==> config.mk <==
export PLATFORM = sky130hd
export DESIGN_NAME = spi_bus_loader
export DESIGN_NICKNAME = d
export VERILOG_FILES = /design/src/rtl/spi_bus_loader.sv
export SDC_FILE = /design/constraint.sdc
export NUM_CORES = 1
export LEC_CHECK = 0
export ABC_AREA = 1
export ABC_CLOCK_PERIOD_IN_PS = 1800
export CAP_MARGIN = 20
export CORE_MARGIN = 2
export CORE_UTILIZATION = 25
export DETAILED_ROUTE_END_ITERATION = 6
export GPL_TIMING_DRIVEN = 0
export PLACE_DENSITY_LB_ADDON = 0.2
export SETUP_SLACK_MARGIN = 0.02
export SYNTH_ARGS = -nofsm -noshare
export SYNTH_HDL_FRONTEND = slang
export SYNTH_SLANG_ARGS = --single-unit
==> constraint.sdc <==
create_clock -name i_clk -period 1.8 [get_ports i_clk]
set_input_delay 0.18 -clock i_clk [delete_from_list [all_inputs] [get_ports i_clk]]
set_output_delay 0.18 -clock i_clk [all_outputs]
set_load 0.02 [all_outputs]
==> src/rtl/spi_bus_loader.sv <==
// SPI-slave to internal-bus bridge: the host shifts in address/command/data frames on SCK/MOSI,
// the block issues bus transactions and returns done, status and read data on MISO.
module spi_bus_loader #(
    parameter int ADDR_W   = 24,
    parameter int DATA_W   = 16,
    parameter int BURST_EN = 1,
    parameter int TIMEOUT  = 4096
) (
    input  logic              i_clk,
    input  logic              i_rst_n,
    input  logic              i_en,
    input  logic              i_spi_clk,
    input  logic              i_spi_mosi,
    output logic              o_spi_miso,
    output logic              o_bus_req,
    output logic              o_bus_we,
    output logic [ADDR_W-1:0] o_bus_addr,
    output logic [DATA_W-1:0] o_bus_data,
    input  logic [DATA_W-1:0] i_bus_data,
    input  logic              i_bus_ack,
    input  logic              i_bus_err,
    output logic              o_frame_err
);

    localparam int MAX_W = (ADDR_W > DATA_W) ? ADDR_W : DATA_W;
    localparam int CNT_W = $clog2(MAX_W + 1);
    localparam int TMO_W = $clog2(TIMEOUT + 1);

    typedef enum logic [3:0] {
        S_IDLE, S_ADDR, S_CMD, S_WDATA, S_BUS, S_DONE, S_STAT, S_RDATA, S_CONT
    } state_t;

    state_t             state_q, state_d;
    logic [1:0]         sck_sync_q, mosi_sync_q;
    logic               sck_prev_q;
    logic [CNT_W-1:0]   cnt_q, cnt_d;
    logic [TMO_W-1:0]   tmo_q, tmo_d;
    logic [ADDR_W-1:0]  addr_q, addr_d;
    logic [DATA_W-1:0]  data_q, data_d;
    logic [DATA_W-1:0]  rdata_q, rdata_d;
    logic               we_q, we_d;
    logic               inc_q, inc_d;
    logic               err_q, err_d;
    logic               req_q, req_d;
    logic               miso_q, miso_d;
    logic               abort_q, abort_d;
    logic               frame_err_q, frame_err_d;

    logic sck_s, mosi_s, sck_rise, sck_fall, timeout, abortable;

    assign sck_s     = sck_sync_q[1];
    assign mosi_s    = mosi_sync_q[1];
    assign sck_rise  = sck_s & ~sck_prev_q;
    assign sck_fall  = ~sck_s & sck_prev_q;
    assign timeout   = (tmo_q == TMO_W'(TIMEOUT));
    assign abortable = (state_q != S_IDLE) && (state_q != S_BUS);

    // Synchronisers idle high to match the SCK/MOSI bus idle level
    always_ff @(posedge i_clk or negedge i_rst_n) begin
        if (!i_rst_n) begin
            state_q     <= S_IDLE;
            sck_sync_q  <= 2'b11;
            mosi_sync_q <= 2'b11;
            sck_prev_q  <= 1'b1;
            cnt_q       <= '0;
            tmo_q       <= '0;
            addr_q      <= '0;
            data_q      <= '0;
            rdata_q     <= '0;
            we_q        <= 1'b0;
            inc_q       <= 1'b0;
            err_q       <= 1'b0;
            req_q       <= 1'b0;
            miso_q      <= 1'b1;
            abort_q     <= 1'b0;
            frame_err_q <= 1'b0;
        end else begin
            state_q     <= state_d;
            sck_sync_q  <= {sck_sync_q[0], i_spi_clk};
            mosi_sync_q <= {mosi_sync_q[0], i_spi_mosi};
            sck_prev_q  <= sck_s;
            cnt_q       <= cnt_d;
            tmo_q       <= tmo_d;
            addr_q      <= addr_d;
            data_q      <= data_d;
            rdata_q     <= rdata_d;
            we_q        <= we_d;
            inc_q       <= inc_d;
            err_q       <= err_d;
            req_q       <= req_d;
            miso_q      <= miso_d;
            abort_q     <= abort_d;
            frame_err_q <= frame_err_d;
        end
    end

    always_comb begin
        state_d     = state_q;
        cnt_d       = cnt_q;
        addr_d      = addr_q;
        data_d      = data_q;
        rdata_d     = rdata_q;
        we_d        = we_q;
        inc_d       = inc_q;
        err_d       = err_q;
        req_d       = req_q;
        miso_d      = miso_q;
        abort_d     = abort_q;
        frame_err_d = 1'b0;

        if (!abortable || sck_rise || sck_fall) begin
            tmo_d = '0;
        end else if (!timeout) begin
            tmo_d = tmo_q + TMO_W'(1);
        end else begin
            tmo_d = tmo_q;
        end

        // Disable drops the frame silently; a stalled host is flagged with o_frame_err
        if (abortable && (!i_en || timeout)) begin
            state_d     = S_IDLE;
            cnt_d       = '0;
            tmo_d       = '0;
            miso_d      = 1'b1;
            frame_err_d = i_en;
        end else begin
            case (state_q)
                S_IDLE: begin
                    if (sck_fall) begin
                        miso_d = 1'b1;
                    end
                    if (i_en && sck_rise && !mosi_s) begin
                        state_d = S_ADDR;
                        cnt_d   = '0;
                    end
                end
                S_ADDR: begin
                    if (sck_rise) begin
                        addr_d = {mosi_s, addr_q[ADDR_W-1:1]};
                        cnt_d  = cnt_q + CNT_W'(1);
                        if (cnt_q == CNT_W'(ADDR_W - 1)) begin
                            state_d = S_CMD;
                            cnt_d   = '0;
                        end
                    end
                end
                S_CMD: begin
                    if (sck_rise) begin
                        if (cnt_q == '0) begin
                            we_d  = mosi_s;
                            inc_d = 1'b0;
                        end else begin
                            inc_d = mosi_s;
                        end
                        if (cnt_q == '0 && BURST_EN != 0) begin
                            cnt_d = CNT_W'(1);
                        end else begin
                            cnt_d = '0;
                            if (we_d) begin
                                state_d = S_WDATA;
                            end else begin
                                state_d = S_BUS;
                                req_d   = 1'b1;
                            end
                        end
                    end
                end
                S_WDATA: begin
                    if (sck_rise) begin
                        data_d = {mosi_s, data_q[DATA_W-1:1]};
                        cnt_d  = cnt_q + CNT_W'(1);
                        if (cnt_q == CNT_W'(DATA_W - 1)) begin
                            state_d = S_BUS;
                            req_d   = 1'b1;
                            cnt_d   = '0;
                        end
                    end
                end
                S_BUS: begin
                    if (!i_en) begin
                        abort_d = 1'b1;
                    end
                    if (i_bus_ack || i_bus_err) begin
                        req_d   = 1'b0;
                        err_d   = i_bus_err;
                        rdata_d = i_bus_err ? '0 : i_bus_data;
                        if (abort_q || !i_en) begin
                            state_d = S_IDLE;
                            abort_d = 1'b0;
                        end else begin
                            state_d = S_DONE;
                        end
                    end
                end
                S_DONE: begin
                    if (sck_fall) begin
                        miso_d  = 1'b0;
                        state_d = S_STAT;
                    end
                end
                S_STAT: begin
                    if (sck_fall) begin
                        miso_d = err_q;
                        cnt_d  = '0;
                        if (!we_q) begin
                            state_d = S_RDATA;
                        end else begin
                            state_d = inc_q ? S_CONT : S_IDLE;
                        end
                    end
                end
                S_RDATA: begin
                    if (sck_fall) begin
                        miso_d  = rdata_q[0];
                        rdata_d = {1'b0, rdata_q[DATA_W-1:1]};
                        cnt_d   = cnt_q + CNT_W'(1);
                        if (cnt_q == CNT_W'(DATA_W - 1)) begin
                            cnt_d   = '0;
                            state_d = inc_q ? S_CONT : S_IDLE;
                        end
                    end
                end
                S_CONT: begin
                    // The continuation bit is only accepted after MISO has returned high
                    if (sck_fall) begin
                        miso_d = 1'b1;
                        cnt_d  = CNT_W'(1);
                    end else if (sck_rise && cnt_q != '0) begin
                        cnt_d = '0;
                        if (mosi_s) begin
                            state_d = S_IDLE;
                        end else begin
                            addr_d = addr_q + ADDR_W'(1);
                            if (we_q) begin
                                state_d = S_WDATA;
                            end else begin
                                state_d = S_BUS;
                                req_d   = 1'b1;
                            end
                        end
                    end
                end
                default: state_d = S_IDLE;
            endcase
        end
    end

    assign o_spi_miso  = miso_q;
    assign o_bus_req   = req_q;
    assign o_bus_we    = we_q;
    assign o_bus_addr  = addr_q;
    assign o_bus_data  = data_q;
    assign o_frame_err = frame_err_q;

endmodule

==> results by group <==
Timing
  • Fmax: 560 MHz
  • Period utilization: 0.992
  • Max-slew violation count: 0
  • Slew Limit Headroom: 0.643
  • Clock Skew: ~9.4 ps
  • Actual slew at the worst max-slew pin: 536 ps
  • Worst hold margin: 228 ps
  • Fin Setup TNS: 0 ps
  • Tmin final: 1790 ps
  • Worst setup margin: 14.9 ps
  • RSZ-0062 raised after global routing: yes
  • Endpoints failing setup: 0
  • Final Hold Fails: 0

Setup path
  • Crit path DAT: 2060 ps
  • Crit-path max FO: 7
  • Crit-path slowest cell: dfrtp_1
  • Worst setup path class: flop to flop
  • Crit path cell chain: buf_6 -> nor2_4 -> inv_2 -> nor2_4 -> inv_2 -> nand2_4 -> nand2_4 -> nor2_4 -> buf_8 -> buf_6 -> buf_6 -> nand2_2 -> o21ai_1
  • CP startpoint kind: flop
  • Max stage delay on crit path: 380 ps
  • CP Capture Type: flop
  • Worst EP required: 2080 ps

Die
  • DIE AREA: 22100 sq um
  • Core Rows: 52
  • Core area: 20400 sq um
  • Initial Util: 0.256
  • Chip height: 149 microns
  • Ports: 67
  • Die Width: 149 microns

Yosys
  • Yosys top cell area share: 0.401
  • EDFF count, synth: 0
  • Syn Nets: 769
  • Most used DFF post-synth: dfrtp_1
  • Post-synthesis compound-gate area fraction: 0.102
  • Synth area leader: dfrtp_1
  • Area contributors post-synth: dfrtp_1 (40%), nand2_1 (16%), nor2_1 (6.5%), nand3_1 (6.3%), inv_1 (5.8%)
  • Post-Synth Adder-Cell Area: 0.0167
  • Ys Warns: 0
  • Register area share after synthesis: 0.431
  • Top-count cell post-synth: nand2_1
  • Netlist cell types: 36
  • Mux share of post-synthesis cell area: 0
  • Post-synth top cells: nand2_1 (224), nor2_1 (91), dfrtp_1 (84), inv_1 (81), nand3_1 (66)
  • Asr flop ratio synth: 1.00
  • Post-synthesis instance total: 739
  • Post-synthesis area per instance: slightly above 7 sq um
  • Post-synthesis xor/xnor area fraction: 0.0201
  • Mapped cell area: 5240 sq um
  • FF+latch count, synth: 90
  • Simple-gate portion of the synthesized area: 0.347
  • Main combinational cell family by area after synthesis: simple AND/OR/NAND/NOR gates

Pwr
  • Maximum VDD drop: just under 800 uV
  • Leak: 3.47 nW
  • Pwr per Cell Area: 1460 nW/um^2
  • Total power: ~11 mW

Run status
  • Outcome: complete, no violations

Clock tree
  • CTS tree: yes
  • CTS Buffer Depth: 2
  • # H-tree levels: 3
  • Clock-pin slew on the worst setup and hold paths: 70 ps
  • Clk Latency, worst-skew pair: 350 ps
  • Num Clock Sinks: 90
  • Num CTS Buffers: 9
  • Root buffer cell: clkbuf_16

Drt
  • Avg WL per Cell: around 14 microns
  • 1st-iter DRT viols: 266
  • DR DRC count: 0
  • Drt total wl: 15900 microns
  • Routed vias: approximately 5200
  • Vias/cell: 4.55
  • Pre-Repair DR Iteration Count: 5
  • Antenna Nets Post-Route: 0

Global routing
  • Global-route wire length before repair: 25900 microns
  • GRT overflow: 0
  • Gr usage total: 0.146
  • Vias in the first global route: 5139
  • Initial antenna violation count: 0
  • Largest net degree at the start of global routing: 54

Flow run
  • Max Cap Viol: 0

Min path
  • Tightest Hold Check Type: input pin to flop

Final layout
  • Share of cells above drive strength 1: 0.239
  • Nets: 900
  • FF+latch area: about 2300 sq um
  • # fillers: 2217
  • Syn-to-layout area delta: 44.5%
  • Multi-input logic area: approximately 3000 sq um
  • Ant. Diodes: 0

Placed design
  • GPL Wtd Cong: approximately 0.84
  • Port-buffer cells: 66
  • Worst slack, placed: -367 ps
  • Final HPWL DP: 10600 microns
[kinds of logic after synthesis]
family	Yosys count
adder cells (fa/ha/maj)	7
flip-flops	90
AO/OA/AOI/OAI	99
AND/OR/NAND/NOR	426
buffers and inverters	105
XOR/XNOR	12
[report_power, final]
| group | switching [mW] | internal, mW | leakage (nW) |
|---|---|---|---|
| Sequential | 0.620 | 2.69 | 1.13 |
| Clock | 0.901 | 1.10 | 0.141 |
| Combinational | 3.17 | 2.54 | 2.20 |
| Total | 4.69 | 6.33 | 3.47 |
[worst max-delay path, delay by kind of cell, from the launching register on]
kind | cells | cell delay (ps)
flops | 1 | 380
compound gates | 1 | 70
simple gates | 6 | 620
buf+inv | 6 | 630
[what timing repair did]
item,in CTS,in global routing
endpoints found under the hold margin,36,0
hold buffers,1,0
resized for setup,69,109
buffers inserted,30,19
cloned,1,3
pin swaps,25,31
setup endpoints to repair,74,82
[stage by stage]
step / std cells / instance area, sq um / utilization
finish: 1145 / 7570 / 0.371
global route: 1145 / 7570 / 0.371
CTS: 1124 / 7030 / 0.344
detailed placement: 1076 / 6260 / 0.307
global placement: 1075 / 6240 / 0.305
floorplan: 739 / 5240 / -
[registers in the layout, indices dropped and copies added, names as in the netlist]
register	cells
o_bus_data	16
err_q	1
state_q	4
o_bus_addr	24
sck_prev_q	1
abort_q	1
o_frame_err	1
sck_sync_q	2
o_bus_we	1
o_spi_miso	1
cnt_q	5
rdata_q	16
tmo_q	13
o_bus_req	1
inc_q	1
mosi_sync_q	2
[area by class of cell]
| type | instances | share of cell area |
|---|---|---|
| buffer | 20 | 0.0264 |
| sequential | 90 | 0.299 |
| inverter | 85 | 0.0435 |
| clock buffer | 10 | 0.0302 |
| tap | 270 | 0.0446 |
| clock inverter | 6 | 0.00975 |
| timing repair buffer | 119 | 0.151 |
| timing repair inverter | 1 | 0.00149 |
| multi-input combinational | 544 | 0.393 |
[cells in the final DEF, fill, tap and decap left out, drive strengths merged, types with 16 or more instances in the layout]
| master | n |
|---|---|
| nand2 | 227 |
| nor2 | 99 |
| inv | 88 |
| dfrtp | 84 |
| nand3 | 68 |
| clkdlybuf4s50 | 65 |
| buf | 65 |
| o21ai | 64 |
| a21oi | 22 |
| clkbuf | 18 |
| nand4 | 16 |
[per-layer routing]
layer / track usage / vias up / share of wire
met5: 0 / - / 0
met4: 0.0305 / 0 / 0.0092
met3: 0.0343 / 8 / 0.047
met2: 0.231 / 103 / 0.46
met1: 0.204 / 2457 / 0.49
li1: - / 2646 / -
[worst paths after layout]
kind | from | endpoint | slack, ps | cells after the start
hold reg to reg | mosi_sync_q[0] | mosi_sync_q[1] | 360 | 0
setup reg to reg | state_q[0] | o_bus_addr[2] | 10 | 13
setup / recovery | state_q[0] | o_bus_addr[2] | 10 | 13
hold / removal | i_spi_clk | sck_sync_q[0] | 230 | 1
min in group asynchronous | i_rst_n | o_bus_addr[8] | 340 | 2
max in group asynchronous | i_rst_n | sck_prev_q | 750 | 3
Power figures use the tool's default switching activity.
